## config.mk

```make
export PLATFORM = sky130hd
export DESIGN_NAME = sram_arb_nx1_flat
export DESIGN_NICKNAME = d
export VERILOG_FILES = /design/src/rtl/sram_arb_nx1_if.sv /design/src/rtl/sram_arb_nx1.sv /design/src/flat_wrapper.sv
export SDC_FILE = /design/constraint.sdc
export NUM_CORES = 1
export LEC_CHECK = 0
export CORE_AREA = 2 2 122 124
export CTS_BUF_LIST = sky130_fd_sc_hd__clkbuf_8
export DETAILED_ROUTE_END_ITERATION = 12
export DIE_AREA = 0 0 124 126
export DONT_BUFFER_PORTS = 1
export GPL_TIMING_DRIVEN = 0
export PLACE_DENSITY_LB_ADDON = 0.1
export SKIP_CTS_REPAIR_TIMING = 1
export SLEW_MARGIN = 10
export SYNTH_ARGS = -nofsm -noshare
export SYNTH_HDL_FRONTEND = slang
export SYNTH_SLANG_ARGS = --single-unit
```

## constraint.sdc

```tcl
create_clock -name clk -period 2.14 [get_ports clk]
set_input_delay 0.107 -clock clk [delete_from_list [all_inputs] [get_ports clk]]
set_output_delay 0.107 -clock clk [all_outputs]
set_load 0.05 [all_outputs]
```

## src/rtl/sram_arb_nx1_if.sv

```systemverilog
// sram_arb_nx1_if: sram-like data port bundle, W ports wide.
//   req/wr/size/addr/wdata flow from the requester (master) to the responder (slave);
//   rdata/addr_ok/data_ok flow back. Port i occupies bit i, size bits [2i+1:2i] and
//   addr/wdata/rdata bits [32i+31:32i].
interface sram_arb_nx1_if #(
  parameter int unsigned W = 1
);
  logic [W-1:0]    req;
  logic [W-1:0]    wr;
  logic [2*W-1:0]  size;
  logic [32*W-1:0] addr;
  logic [32*W-1:0] wdata;
  logic [32*W-1:0] rdata;
  logic [W-1:0]    addr_ok;
  logic [W-1:0]    data_ok;

  modport master (
    output req, wr, size, addr, wdata,
    input  rdata, addr_ok, data_ok
  );

  modport slave (
    input  req, wr, size, addr, wdata,
    output rdata, addr_ok, data_ok
  );
endinterface

```

## src/rtl/sram_arb_nx1.sv

```systemverilog
// sram_arb_nx1: N-to-1 arbiter for sram-like data ports.
//   Grants one master at a time onto the slave port, holds the grant until the address
//   handshake completes, and records the owner of every accepted transaction in an
//   in-order ID FIFO so each data_ok/rdata is routed back to the right master.
// Ports:
//   clk, resetn  clock and asynchronous active-low reset
//   m_bus        N master ports (arbiter acts as their slave)
//   s_bus        single slave-side port (arbiter acts as its master)
//   outstanding  number of IDs currently held in the FIFO
//   err          sticky: s_data_ok arrived while no transaction was outstanding
module sram_arb_nx1 #(
  parameter int unsigned N      = 2,
  parameter int unsigned DEPTH  = 4,
  parameter int unsigned ARB_RR = 1
) (
  input  logic                           clk,
  input  logic                           resetn,
  sram_arb_nx1_if.slave                  m_bus,
  sram_arb_nx1_if.master                 s_bus,
  output logic [$clog2(DEPTH+1)-1:0]     outstanding,
  output logic                           err
);

  localparam int unsigned IdxW = (N > 1) ? $clog2(N) : 1;
  localparam int unsigned PtrW = $clog2(DEPTH);
  localparam int unsigned CntW = $clog2(DEPTH + 1);

  typedef enum logic [0:0] {StIdle, StLock} state_e;

  state_e          state_q, state_d;
  logic [IdxW-1:0] gnt_q, gnt_d;
  logic [IdxW-1:0] rr_ptr_q, rr_ptr_d;
  logic [IdxW-1:0] fifo_q [DEPTH];
  logic [IdxW-1:0] fifo_d [DEPTH];
  logic [PtrW-1:0] wptr_q, wptr_d, rptr_q, rptr_d;
  logic [CntW-1:0] cnt_q, cnt_d;
  logic            err_q, err_d;

  logic [N-1:0]    req_v;
  logic [IdxW-1:0] win, win_hi, win_lo, sel, head;
  logic            hi_found, lo_found;
  logic            full, empty, s_req_c, push, pop;

  logic            s_wr_c;
  logic [1:0]      s_size_c;
  logic [31:0]     s_addr_c, s_wdata_c;
  logic [N-1:0]    m_addr_ok_c, m_data_ok_c;
  logic [32*N-1:0] m_rdata_c;

  // Masking requests in reset keeps every output at zero while resetn is low.
  assign req_v = resetn ? m_bus.req : '0;
  assign full  = (cnt_q == CntW'(DEPTH));
  assign empty = (cnt_q == '0);
  assign head  = fifo_q[rptr_q];
  assign pop   = resetn & s_bus.data_ok[0] & ~empty;

  // Winner selection. win_lo is the lowest requester overall; win_hi is the lowest
  // requester at or above rr_ptr. Preferring win_hi gives the wrap-around search.
  always_comb begin
    win_hi   = '0;
    win_lo   = '0;
    hi_found = 1'b0;
    lo_found = 1'b0;
    for (int i = int'(N) - 1; i >= 0; i--) begin
      if (req_v[i]) begin
        win_lo   = IdxW'(i);
        lo_found = 1'b1;
        if ((ARB_RR != 0) && (IdxW'(i) >= rr_ptr_q)) begin
          win_hi   = IdxW'(i);
          hi_found = 1'b1;
        end
      end
    end
    win = hi_found ? win_hi : win_lo;
  end

  // Grant FSM.
  always_comb begin
    state_d = state_q;
    gnt_d   = gnt_q;
    sel     = win;
    s_req_c = 1'b0;
    push    = 1'b0;
    unique case (state_q)
      StIdle: begin
        // Full is judged on the registered count, so a same-cycle pop does not help.
        if (!full && lo_found) begin
          s_req_c = 1'b1;
          if (s_bus.addr_ok[0]) begin
            push = 1'b1;
          end else begin
            gnt_d   = win;
            state_d = StLock;
          end
        end
      end
      StLock: begin
        sel     = gnt_q;
        s_req_c = req_v[gnt_q];
        if (!req_v[gnt_q]) begin
          // Master withdrew before acceptance: abandon the grant.
          state_d = StIdle;
        end else if (s_bus.addr_ok[0]) begin
          push    = 1'b1;
          state_d = StIdle;
        end
      end
      default: state_d = StIdle;
    endcase
  end

  // Slave-side request mux; fields are zero whenever no request is presented.
  always_comb begin
    s_wr_c    = 1'b0;
    s_size_c  = '0;
    s_addr_c  = '0;
    s_wdata_c = '0;
    for (int i = 0; i < int'(N); i++) begin
      if (s_req_c && (sel == IdxW'(i))) begin
        s_wr_c    = m_bus.wr[i];
        s_size_c  = m_bus.size[2*i +: 2];
        s_addr_c  = m_bus.addr[32*i +: 32];
        s_wdata_c = m_bus.wdata[32*i +: 32];
      end
    end
  end

  // Per-master handshake and return-path decode.
  always_comb begin
    m_addr_ok_c = '0;
    m_data_ok_c = '0;
    m_rdata_c   = '0;
    for (int i = 0; i < int'(N); i++) begin
      m_addr_ok_c[i] = push && (sel == IdxW'(i));
      m_data_ok_c[i] = pop && (head == IdxW'(i));
      if (m_data_ok_c[i]) begin
        m_rdata_c[32*i +: 32] = s_bus.rdata;
      end
    end
  end

  // ID FIFO, round-robin pointer and error flag.
  always_comb begin
    fifo_d   = fifo_q;
    wptr_d   = wptr_q;
    rptr_d   = rptr_q;
    cnt_d    = cnt_q;
    rr_ptr_d = rr_ptr_q;
    // Covers data_ok alongside a brand-new push: the new ID is not yet in the FIFO.
    err_d    = err_q | (s_bus.data_ok[0] & empty);
    if (push) begin
      fifo_d[wptr_q] = sel;
      wptr_d         = wptr_q + PtrW'(1);
      rr_ptr_d       = (sel == IdxW'(N - 1)) ? '0 : sel + IdxW'(1);
    end
    if (pop) begin
      rptr_d = rptr_q + PtrW'(1);
    end
    if (push && !pop) begin
      cnt_d = cnt_q + CntW'(1);
    end else if (!push && pop) begin
      cnt_d = cnt_q - CntW'(1);
    end
  end

  always_ff @(posedge clk or negedge resetn) begin
    if (!resetn) begin
      state_q  <= StIdle;
      gnt_q    <= '0;
      rr_ptr_q <= '0;
      wptr_q   <= '0;
      rptr_q   <= '0;
      cnt_q    <= '0;
      err_q    <= 1'b0;
      for (int i = 0; i < int'(DEPTH); i++) begin
        fifo_q[i] <= '0;
      end
    end else begin
      state_q  <= state_d;
      gnt_q    <= gnt_d;
      rr_ptr_q <= rr_ptr_d;
      wptr_q   <= wptr_d;
      rptr_q   <= rptr_d;
      cnt_q    <= cnt_d;
      err_q    <= err_d;
      fifo_q   <= fifo_d;
    end
  end

  assign s_bus.req     = s_req_c;
  assign s_bus.wr      = s_wr_c;
  assign s_bus.size    = s_size_c;
  assign s_bus.addr    = s_addr_c;
  assign s_bus.wdata   = s_wdata_c;
  assign m_bus.addr_ok = m_addr_ok_c;
  assign m_bus.data_ok = m_data_ok_c;
  assign m_bus.rdata   = m_rdata_c;
  assign outstanding   = cnt_q;
  assign err           = err_q;

endmodule

```

## src/flat_wrapper.sv

```systemverilog
// flat-port wrapper written by rule: the top's interface ports become plain ports
module sram_arb_nx1_flat 
#(
  parameter int unsigned N      = 2,
  parameter int unsigned DEPTH  = 4,
  parameter int unsigned ARB_RR = 1
)
  (clk, resetn, outstanding, err, m_bus_req, m_bus_wr, m_bus_size, m_bus_addr, m_bus_wdata, m_bus_rdata, m_bus_addr_ok, m_bus_data_ok, s_bus_req, s_bus_wr, s_bus_size, s_bus_addr, s_bus_wdata, s_bus_rdata, s_bus_addr_ok, s_bus_data_ok);
  sram_arb_nx1_if #(.W(N)) m_bus_i ();
  sram_arb_nx1_if #(.W(1)) s_bus_i ();
  input  logic clk;
  input  logic resetn;
  output logic [$clog2(DEPTH+1)-1:0] outstanding;
  output logic err;
  input wire logic [$bits(m_bus_i.req)-1:0] m_bus_req;
  input wire logic [$bits(m_bus_i.wr)-1:0] m_bus_wr;
  input wire logic [$bits(m_bus_i.size)-1:0] m_bus_size;
  input wire logic [$bits(m_bus_i.addr)-1:0] m_bus_addr;
  input wire logic [$bits(m_bus_i.wdata)-1:0] m_bus_wdata;
  output wire logic [$bits(m_bus_i.rdata)-1:0] m_bus_rdata;
  output wire logic [$bits(m_bus_i.addr_ok)-1:0] m_bus_addr_ok;
  output wire logic [$bits(m_bus_i.data_ok)-1:0] m_bus_data_ok;
  output wire logic [$bits(s_bus_i.req)-1:0] s_bus_req;
  output wire logic [$bits(s_bus_i.wr)-1:0] s_bus_wr;
  output wire logic [$bits(s_bus_i.size)-1:0] s_bus_size;
  output wire logic [$bits(s_bus_i.addr)-1:0] s_bus_addr;
  output wire logic [$bits(s_bus_i.wdata)-1:0] s_bus_wdata;
  input wire logic [$bits(s_bus_i.rdata)-1:0] s_bus_rdata;
  input wire logic [$bits(s_bus_i.addr_ok)-1:0] s_bus_addr_ok;
  input wire logic [$bits(s_bus_i.data_ok)-1:0] s_bus_data_ok;
  assign m_bus_i.req = m_bus_req;
  assign m_bus_i.wr = m_bus_wr;
  assign m_bus_i.size = m_bus_size;
  assign m_bus_i.addr = m_bus_addr;
  assign m_bus_i.wdata = m_bus_wdata;
  assign m_bus_rdata = m_bus_i.rdata;
  assign m_bus_addr_ok = m_bus_i.addr_ok;
  assign m_bus_data_ok = m_bus_i.data_ok;
  assign s_bus_req = s_bus_i.req;
  assign s_bus_wr = s_bus_i.wr;
  assign s_bus_size = s_bus_i.size;
  assign s_bus_addr = s_bus_i.addr;
  assign s_bus_wdata = s_bus_i.wdata;
  assign s_bus_i.rdata = s_bus_rdata;
  assign s_bus_i.addr_ok = s_bus_addr_ok;
  assign s_bus_i.data_ok = s_bus_data_ok;
  sram_arb_nx1 #(.N(N), .DEPTH(DEPTH), .ARB_RR(ARB_RR)) u_core (.clk(clk), .resetn(resetn), .m_bus(m_bus_i), .s_bus(s_bus_i), .outstanding(outstanding), .err(err));
endmodule
```

==> flow_metrics.tcl <==
set metrics [dict create \
    status "finished, violations left" \
    violations "negative hold slack, negative setup slack" \
    grt_max_degree 21 \
    tns_ns -9.045 \
    n_antenna_cell 0 \
    nNetsFinal 559 \
    tightest_slew_ns 0.7666 \
    cts_tree "built" \
    p_int_mw 1.418 \
    setup_ws_ns -0.5004 \
    max-slew-margin-rel 0.4872 \
    finish.instance_area_um2 3496 \
    ir_drop_uv 336.0 \
    yosysUniqueCellTypes 35 \
    syn_avg_cell_area_um2 6.163 \
    syn_nets 543 \
    max_freq_mhz 378.7 \
    route.met2.wl_um 4922 \
    yosys_warnings 0 \
    power_density_nw_per_um2 1179 \
    cp_data_arrival_time_ns 2.77 \
    post-route-period-util 1.234 \
    layout_min_cycle_time_ns 2.640 \
    grt-ovfl-total 0 \
    finalHoldViolCount 1 \
    layout_common_cells "137 x nand2_1, 47 x a21oi_4, 39 x and2_4" \
    drc 0 \
    endpoint_kind "flop" \
    pwr-share-seq 0.169 \
    skew_ns 0.001109 \
    die-area_um2 15620 \
    post_drt_wl_per_cell_um 16.43 \
    clk_latency_ns 0.25 \
    via_per_inst 4.601 \
    grt_pass1_vias 2333 \
    place_hpwl_um 7213 \
    sw_frac_of_total 0.6558 \
    numCtsBuffers 3 \
    clock_path_buffers 2 \
    netlist_area_um2 2250 \
    worstSetupStartpointType "flop" \
    holdWs_ns -0.007818 \
    synth_cells 365 \
    fp.dieH_um 126 \
    dr.pass1.iters 4 \
    cts.sinks 15 \
    vias 2595 \
    drtIter0Drc 76 \
    grt_antenna_before_repair 0 \
    met1Wirelength_um 3455 \
    crit_type "reg2reg" \
    n_fill_cell 1563 \
    rsz0062_at_grt "yes" \
    die_w_um 124 \
    ios 312 \
    coreArea_um2 14310 \
    wirelength_um 9265 \
    syn2layout_area_growth_pct 55.39 \
    drive_gt1_frac 0.4921 \
    final_util 0.2442 \
    dp.cells 549 \
    place_area_um2 2575 \
    finalMaxSlewViolations 0 \
    highest_layer "met4" \
    p_leak_nw 1.291 \
    p_sw_mw 2.703 \
    hold_class "in2reg" \
    crit_required_ns 2.27 \
    grt_usage 0.09810 \
    p_clk_frac 0.056 \
    synth-seq-area-share 0.1669 \
    drv_cap 0 \
    pwr-share-comb 0.775 \
    initial_core_util 0.1572 \
    cts.htree.levels 1 \
    path_clk_slew_ns 0.06 \
    cts_root_buffer "clkbuf_8" \
    drtAntennaViolNets 0 \
    wl_met3_um 780 \
    setup_violations 92 \
    grt_pass1_wl_um 12230 \
    critPathMaxFanout 6 \
    place_congestion 0.6985 \
    layout.cells.non_filler 564 \
    rows 44 \
    ys_ff_latch 15 \
    mostFrequentLayoutCell "nand2_1" \
    io_buffer_count 0 \
]
layout make-up:
class | instances | area [µm²] | area share
sequential | 15 | 384.1 | 0.1099
multi-input combinational | 315 | 2486 | 0.7112
clock buffer | 3 | 41.29 | 0.01181
buffer | 29 | 237.7 | 0.06800
tap | 184 | 230.2 | 0.06586
inverter | 6 | 30.03 | 0.008590
timing repair buffer | 10 | 77.57 | 0.02219
timing repair inverter | 1 | 5.005 | 0.001432
clock inverter | 1 | 3.754 | 0.001074
registers in the layout (all words and copies together), names as in the netlist:
| name | flops |
|---|---|
| u_core.rptr_q | 2 |
| u_core.state_q | 1 |
| u_core.err | 1 |
| u_core.outstanding | 3 |
| u_core.rr_ptr_q | 1 |
| u_core.gnt_q | 1 |
| u_core.fifo_q | 4 |
| u_core.wptr_q | 2 |
critical path, stage by stage (launching register included):
cell and delay (ns):
dfrtp_4 0.59, or4b_4 0.56, o2111ai_4 0.12, clkinv_4 0.23, nand2_8 0.14, inv_4 0.04, ha_4 0.15, inv_2 0.05
fa_1 0.39, mux2_4 0.27
power groups by stage:
stage | clock network (mW) | registers, mW | logic (mW)
floorplan | 0 | 0.638 | 2.38
global placement | 0 | 0.696 | 2.61
detailed placement | 0 | 0.695 | 2.62
CTS | 0.244 | 0.690 | 2.62
global route | 0.259 | 0.723 | 3.40
finish | 0.231 | 0.695 | 3.20
path summary, 6_finish.rpt:
path / slack (ns) / cells after the start / from / end
setup / recovery: -0.50 / 9 / u_core.outstanding[0] / u_core.outstanding[1]
hold / removal: -0.008 / 2 / s_bus_data_ok / u_core.err
setup reg to reg: -0.50 / 9 / u_core.outstanding[0] / u_core.outstanding[1]
hold reg to reg: 0.49 / 1 / u_core.rptr_q[1] / u_core.rptr_q[1]
max in group asynchronous: 1.20 / 1 / resetn / u_core.outstanding[0]
min in group asynchronous: 0.38 / 1 / resetn / u_core.rptr_q[1]
synth_stat cells (all sizes together):
cell	n	area share
ha	5	0.028
o31a	1	0.0039
a2111oi	1	0.0039
xor2	2	0.0078
fa	1	0.0089
or3b	1	0.0039
nand3	1	0.0022
xnor2	4	0.016
nand4	1	0.0028
and2	64	0.18
nor2	8	0.014
nand2	138	0.23
or4b	1	0.0061
o2111ai	1	0.012
o21bai	1	0.0033
clkbuf	4	0.0067
a41oi	4	0.016
a31oi	4	0.011
o31ai	1	0.0095
nor2b	2	0.0056
mux2	4	0.020
a21boi	1	0.0033
dfrtp	15	0.17
or3	1	0.0028
a21oi	67	0.15
buf	25	0.063
inv	6	0.012
mux4	1	0.010
metal layers:
layer / GRT usage / vias to the layer above
li1: - / 1215
met1: 0.1156 / 1202
met2: 0.1800 / 168
met3: 0.02310 / 10
met4: 0.01785 / 0
met5: 0 / -
kinds of logic (layout without fill, tap and decap cells):
kind of cell	after synthesis	in the layout	synth area share
XOR/XNOR	6	6	0.02336
AO/OA/AOI/OAI	81	81	0.2113
multiplexers	5	5	0.03003
adder cells (fa/ha/maj)	6	6	0.03671
buffers and inverters	35	50	0.08231
flip-flops	15	15	0.1669
AND/OR/NAND/NOR	217	217	0.4494
through the flow:
stage	setup WS (ns)	power, mW
floorplan	-0.3496	3.013
CTS	-0.6788	3.555
finish	-0.5004	4.121
global route	-0.5956	4.380
detailed placement	-0.5612	3.310
global placement	-0.5436	3.302
Power figures use the tool's default switching activity.
